<file path="src/rtl/if_fetch_queue_if.sv">
// Fetch-queue signal bundle: instruction memory port, redirect input and decode port.
// master is the fetch queue; slave is the memory/decode/branch side.
interface if_fetch_queue_if;
    logic        imem_req;
    logic [31:0] imem_addr;
    logic        imem_ack;
    logic [31:0] imem_rdata;
    logic        redirect_valid;
    logic [31:0] redirect_pc;
    logic        id_ready;
    logic        id_valid;
    logic [31:0] id_instr;
    logic [31:0] id_pc;

    modport master (
        output imem_req, imem_addr, id_valid, id_instr, id_pc,
        input  imem_ack, imem_rdata, redirect_valid, redirect_pc, id_ready
    );

    modport slave (
        input  imem_req, imem_addr, id_valid, id_instr, id_pc,
        output imem_ack, imem_rdata, redirect_valid, redirect_pc, id_ready
    );
endinterface

</file>
<file path="src/rtl/if_fetch_queue.sv">
// Instruction fetch stage: one-outstanding imem requests feeding a small PC/instruction FIFO,
// flushed and restarted by branch/jump redirects.
module if_fetch_queue #(
    parameter int unsigned DEPTH    = 4,
    parameter logic [31:0] RESET_PC = 32'h0000_0000
) (
    input  logic                  clk,
    input  logic                  rst,
    if_fetch_queue_if.master      bus
);
    localparam int unsigned XLEN  = 32;
    localparam int unsigned PTR_W = $clog2(DEPTH);
    localparam int unsigned CNT_W = PTR_W + 1;

    typedef enum logic [1:0] {IDLE, REQ, DROP} state_t;

    state_t             state_q, state_d;
    logic [XLEN-1:0]    fetch_pc_q, fetch_pc_d;
    logic [XLEN-1:0]    req_addr_q, req_addr_d;
    logic               imem_req_q, imem_req_d;
    logic [CNT_W-1:0]   count_q, count_d;
    logic [PTR_W-1:0]   rd_ptr_q, rd_ptr_d;
    logic [PTR_W-1:0]   wr_ptr_q, wr_ptr_d;
    logic [XLEN-1:0]    pc_mem_q    [DEPTH];
    logic [XLEN-1:0]    pc_mem_d    [DEPTH];
    logic [XLEN-1:0]    instr_mem_q [DEPTH];
    logic [XLEN-1:0]    instr_mem_d [DEPTH];

    logic               id_valid_c;
    logic               push_c;
    logic               pop_c;
    logic               space_c;

    assign id_valid_c    = (count_q != '0);
    assign bus.id_valid  = id_valid_c;
    assign bus.id_instr  = id_valid_c ? instr_mem_q[rd_ptr_q] : '0;
    assign bus.id_pc     = id_valid_c ? pc_mem_q[rd_ptr_q]    : '0;
    assign bus.imem_req  = imem_req_q;
    assign bus.imem_addr = req_addr_q;

    // Next-state: FIFO bookkeeping first, so the slot check sees this cycle's push/pop.
    always_comb begin
        state_d     = state_q;
        fetch_pc_d  = fetch_pc_q;
        req_addr_d  = req_addr_q;
        count_d     = count_q;
        rd_ptr_d    = rd_ptr_q;
        wr_ptr_d    = wr_ptr_q;
        pc_mem_d    = pc_mem_q;
        instr_mem_d = instr_mem_q;

        push_c = (state_q == REQ) && bus.imem_ack && !bus.redirect_valid;
        pop_c  = id_valid_c && bus.id_ready && !bus.redirect_valid;

        if (bus.redirect_valid) begin
            count_d    = '0;
            rd_ptr_d   = '0;
            wr_ptr_d   = '0;
            fetch_pc_d = bus.redirect_pc;
        end else begin
            count_d = count_q + CNT_W'(push_c) - CNT_W'(pop_c);
            if (push_c) begin
                pc_mem_d[wr_ptr_q]    = req_addr_q;
                instr_mem_d[wr_ptr_q] = bus.imem_rdata;
                wr_ptr_d              = wr_ptr_q + PTR_W'(1);
            end
            if (pop_c) begin
                rd_ptr_d = rd_ptr_q + PTR_W'(1);
            end
        end

        space_c = (count_d < CNT_W'(DEPTH));

        case (state_q)
            IDLE: begin
                if (!bus.redirect_valid && space_c) begin
                    state_d    = REQ;
                    req_addr_d = fetch_pc_q;
                    fetch_pc_d = fetch_pc_q + 32'd4;
                end
            end
            REQ: begin
                if (bus.redirect_valid) begin
                    // An un-acked request must still complete; its data is dropped.
                    state_d = bus.imem_ack ? IDLE : DROP;
                end else if (bus.imem_ack) begin
                    if (space_c) begin
                        req_addr_d = fetch_pc_q;
                        fetch_pc_d = fetch_pc_q + 32'd4;
                    end else begin
                        state_d = IDLE;
                    end
                end
            end
            DROP: begin
                if (bus.imem_ack) begin
                    state_d = IDLE;
                end
            end
            default: state_d = IDLE;
        endcase

        imem_req_d = (state_d != IDLE);
    end

    always_ff @(posedge clk) begin
        if (rst) begin
            state_q    <= IDLE;
            fetch_pc_q <= RESET_PC;
            req_addr_q <= '0;
            imem_req_q <= 1'b0;
            count_q    <= '0;
            rd_ptr_q   <= '0;
            wr_ptr_q   <= '0;
        end else begin
            state_q    <= state_d;
            fetch_pc_q <= fetch_pc_d;
            req_addr_q <= req_addr_d;
            imem_req_q <= imem_req_d;
            count_q    <= count_d;
            rd_ptr_q   <= rd_ptr_d;
            wr_ptr_q   <= wr_ptr_d;
        end
    end

    // Entry storage needs no reset; id_* are masked by id_valid.
    always_ff @(posedge clk) begin
        pc_mem_q    <= pc_mem_d;
        instr_mem_q <= instr_mem_d;
    end
endmodule

</file>
<file path="src/flat_wrapper.sv">
// flat-port wrapper written by rule: the top's interface ports become plain ports
module if_fetch_queue_flat 
#(
    parameter int unsigned DEPTH    = 4,
    parameter logic [31:0] RESET_PC = 32'h0000_0000
)
  (clk, rst, bus_imem_req, bus_imem_addr, bus_id_valid, bus_id_instr, bus_id_pc, bus_imem_ack, bus_imem_rdata, bus_redirect_valid, bus_redirect_pc, bus_id_ready);
  if_fetch_queue_if bus_i ();
  input  logic clk;
  input  logic rst;
  output wire logic [$bits(bus_i.imem_req)-1:0] bus_imem_req;
  output wire logic [$bits(bus_i.imem_addr)-1:0] bus_imem_addr;
  output wire logic [$bits(bus_i.id_valid)-1:0] bus_id_valid;
  output wire logic [$bits(bus_i.id_instr)-1:0] bus_id_instr;
  output wire logic [$bits(bus_i.id_pc)-1:0] bus_id_pc;
  input wire logic [$bits(bus_i.imem_ack)-1:0] bus_imem_ack;
  input wire logic [$bits(bus_i.imem_rdata)-1:0] bus_imem_rdata;
  input wire logic [$bits(bus_i.redirect_valid)-1:0] bus_redirect_valid;
  input wire logic [$bits(bus_i.redirect_pc)-1:0] bus_redirect_pc;
  input wire logic [$bits(bus_i.id_ready)-1:0] bus_id_ready;
  assign bus_imem_req = bus_i.imem_req;
  assign bus_imem_addr = bus_i.imem_addr;
  assign bus_id_valid = bus_i.id_valid;
  assign bus_id_instr = bus_i.id_instr;
  assign bus_id_pc = bus_i.id_pc;
  assign bus_i.imem_ack = bus_imem_ack;
  assign bus_i.imem_rdata = bus_imem_rdata;
  assign bus_i.redirect_valid = bus_redirect_valid;
  assign bus_i.redirect_pc = bus_redirect_pc;
  assign bus_i.id_ready = bus_id_ready;
  if_fetch_queue #(.DEPTH(DEPTH), .RESET_PC(RESET_PC)) u_core (.clk(clk), .rst(rst), .bus(bus_i));
endmodule
</file>
<file path="config.mk">
export PLATFORM = sky130hd
export DESIGN_NAME = if_fetch_queue_flat
export DESIGN_NICKNAME = d
export VERILOG_FILES = /design/src/rtl/if_fetch_queue_if.sv /design/src/rtl/if_fetch_queue.sv /design/src/flat_wrapper.sv
export SDC_FILE = /design/constraint.sdc
export NUM_CORES = 1
export LEC_CHECK = 0
export BUFFER_PORTS_ARGS = -buffer_cell sky130_fd_sc_hd__buf_2
export CAP_MARGIN = 20
export CORE_MARGIN = 2
export CORE_UTILIZATION = 40
export DETAILED_ROUTE_END_ITERATION = 8
export PLACE_DENSITY_LB_ADDON = 0.08
export SLEW_MARGIN = 5
export SYNTH_ARGS = -nofsm -noshare
export SYNTH_HDL_FRONTEND = slang
export SYNTH_SLANG_ARGS = --single-unit
export TNS_END_PERCENT = 20
</file>
<file path="constraint.sdc">
create_clock -name clk -period 5.3 [get_ports clk]
set_clock_uncertainty 0.1 [all_clocks]
set_input_delay 0.53 -clock clk [delete_from_list [all_inputs] [get_ports clk]]
set_output_delay 0.53 -clock clk [all_outputs]
set_load 0.05 [all_outputs]
</file>
==> out/results.ini <==
[outcome]
outcome=finished clean

[routing]
drc=0
drtAntennaViolNets=0
drt_iter0_drc=430
dr.pass1.iters=4
wl_per_cell_um=19.6
wl_mm=28.6
via_per_inst=5.04
vias=7357

[final_layout]
instances_no_fill=1459
register_area_sq_mm=0.00918
syn_to_final_growth_pct=19.6
fillers=2860
fin_nets=1065
drive_above_1_share_pct=31.1
multi_input_area_sq_mm=0.00368
fin_area_sq_mm=0.0156
antenna_cells=0

[clock_network]
cts_root_buffer=clkbuf_16
insertion_delay_ps=520
numCtsBuffers=37
ctsHoldBuffers=0
cts_buffer_depth=3
clkSlewWorstSetupHoldPaths_ps=60
clock_sinks=330
cts-resized-gates=0
cts_tree=built
htree_levels=2
postCtsSetupRepairBufs=0

[timing]
setup_viol=0
slew-limit-headroom_pct=28.8
rsz0062_at_grt=false
drv_slew=0
hold_violations=0
tightest_slew_ps=1070
min_period_ps=3840
setup_tns_ps=0
timing.fmax_ghz=0.260
fin_crit_sh_pct=72.5

[pwr]
p_leak_nw=5.44
power_density_mw_per_mm2=363
ir_worst_vdd_uv=216

[synth]
synth_area_leader_cell=edfxtp_1
ys_top_cells_by_area=edfxtp_1 59%, dfxtp_1 11%, mux4_2 11%, and2_1 3.5%, nand2_1 2.2%
synthCells=818
avgSynthCellArea_sq_um=16.0
synth-edff-count=256
synth_seq_area_share_pct=70.2
syn_nets=895
ys.flop_type=edfxtp_1
syn_area_sq_mm=0.0131
yosys_warnings=0
ys_ff_latch=330
synth_top_area_share_pct=58.9
ys_async_sr_fraction_pct=0
synthDistinctLibCells=48

[global_route]
grt_max_degree=66
grt.total_usage_pct=16.8
antenna_found_initial=0
grt_pass1_vias=7409
grt_pass1_wl_mm=43.6
grt_overflow_total=0

[die]
core-area_sq_mm=0.0324
fp.dieArea_sq_mm=0.0341
io_pins=167
die_h_um=185
initial_core_util_pct=40.3
core.rowCount=66
die_w_um=185

[critical_path]
cp_max_fo=27
start_kind=flop
cp.arrival_ps=4180
crit_path_end_kind=flop
critPathRequiredTime_ps=5640
path_class=reg2reg

[job]
drv_cap=0

[placed_design]
port_buffers=166
dp_cells=1389
hpwl_mm=16.4
dpl-instance-area_sq_mm=0.0144
place_congestion=0.771

[worst_hold_path]
hold_path.class=in2reg

cells in the final DEF (no fill, tap or decap), types with 5 or more instances in the layout:
cell type,instances
xnor2_1,7
a211oi_1,10
edfxtp_1,256
xor2_1,17
nor2_1,28
ha_1,7
nand3_1,16
a21oi_1,42
clkbuf_16,41
mux2i_1,8
and3_1,7
and2_1,69
nand4_1,13
buf_2,166
mux4_2,64
clkinv_2,5
clkbuf_1,9
nor3_2,5
dfxtp_1,72
nand2_1,78
o21ai_0,7
o22ai_1,8
buf_4,11
inv_1,10
kinds of logic after synthesis:
logic type,count (synthesis),share of synthesized area [%]
flops,330,70.2
simple gates,239,9.51
compound gates,85,3.96
mux,73,11.7
buf+inv,57,1.76
xor+xnor,26,1.96
fa+ha+maj,8,0.824
cells in the mapped netlist (2+ instances only):
cell,count
edfxtp_1,256
nand2_1,78
dfxtp_1,74
and2_1,73
mux4_2,64
a21oi_1,42
clkbuf_1,30
nor2_1,28
nand3_1,17
xor2_1,17
nand4_1,13
a211oi_1,10
inv_1,10
buf_1,9
mux2i_1,8
o22ai_1,8
and3_1,7
buf_2,7
ha_1,7
o21ai_0,7
xnor2_1,7
nor3_2,5
a31oi_1,4
and4_1,3
nor2b_1,3
nor3_1,3
o311ai_0,3
nor4_1,2
o21a_1,2
or2_2,2
or3_1,2
worst paths after layout:
kind | startpoint | to | slack, ps | cells past startpoint
setup / recovery | u_core.count_q[1] | u_core.bus.imem_addr[9] | 1460 | 11
hold / removal | bus_imem_rdata[27] | u_core.instr_mem_q[123] | 130 | 1
setup reg to reg | u_core.count_q[1] | u_core.bus.imem_addr[9] | 1460 | 11
hold reg to reg | u_core.fetch_pc_q[0] | u_core.bus.imem_addr[0] | 360 | 2
metrics by stage:
stage	utilization, %	hold WS [ps]	setup WS (ps)	power [W]
floorplan	-	331	1920	0.00309
global placement	44.3	363	1260	0.00319
detailed placement	44.3	356	1170	0.00319
CTS	48.1	109	1440	0.00575
global route	48.2	119	1170	0.00587
finish	48.2	133	1460	0.00567
where the power goes:
part	internal, W	total [W]	leakage [nW]	switching (W)
Clock	0.00156	0.00254	0.603	0.000983
Combinational	0.0000838	0.000264	1.95	0.000180
Sequential	0.00282	0.00287	2.89	0.0000452
Total	0.00446	0.00567	5.44	0.00121
cell type report:
class	instances	share of cell area [%]
Clock buffer	54	7.14
Clock inverter	14	0.761
Inverter	10	0.240
Multi-Input combinational cell	431	23.5
Sequential cell	330	58.8
Tap cell	442	3.54
Timing Repair Buffer	178	6.02
sequential cells by signal, indices dropped and copies added (netlist names), 2 cells and up:
signal / cells
u_core.count_q: 3
u_core.state_q: 2
u_core.wr_ptr_q: 2
u_core.fetch_pc_q: 32
u_core.instr_mem_q: 128
u_core.bus.imem_addr: 32
u_core.rd_ptr_q: 2
u_core.pc_mem_q: 128
layer usage:
| metal | vias to the layer above | GRT usage [%] | wire, um |
|---|---|---|---|
| met1 | 3687 | 23.4 | 13100 |
| met2 | 171 | 27.3 | 13700 |
| met5 | - | 0 | 0 |
| met4 | 0 | 4.29 | 460 |
| met3 | 40 | 3.30 | 1370 |
| li1 | 3459 | - | - |
critical path, cell delays in order, from the launching register on:
cell     delay (ps)
dfxtp_1         350
or3_2           470
and3_1          240
ha_1            280
inv_1            40
ha_1            190
fa_1            400
xor3_1          290
and3_1          860
buf_4           340
nand2_1          90
a21oi_1         120
(Power assumes the default switching activity.)
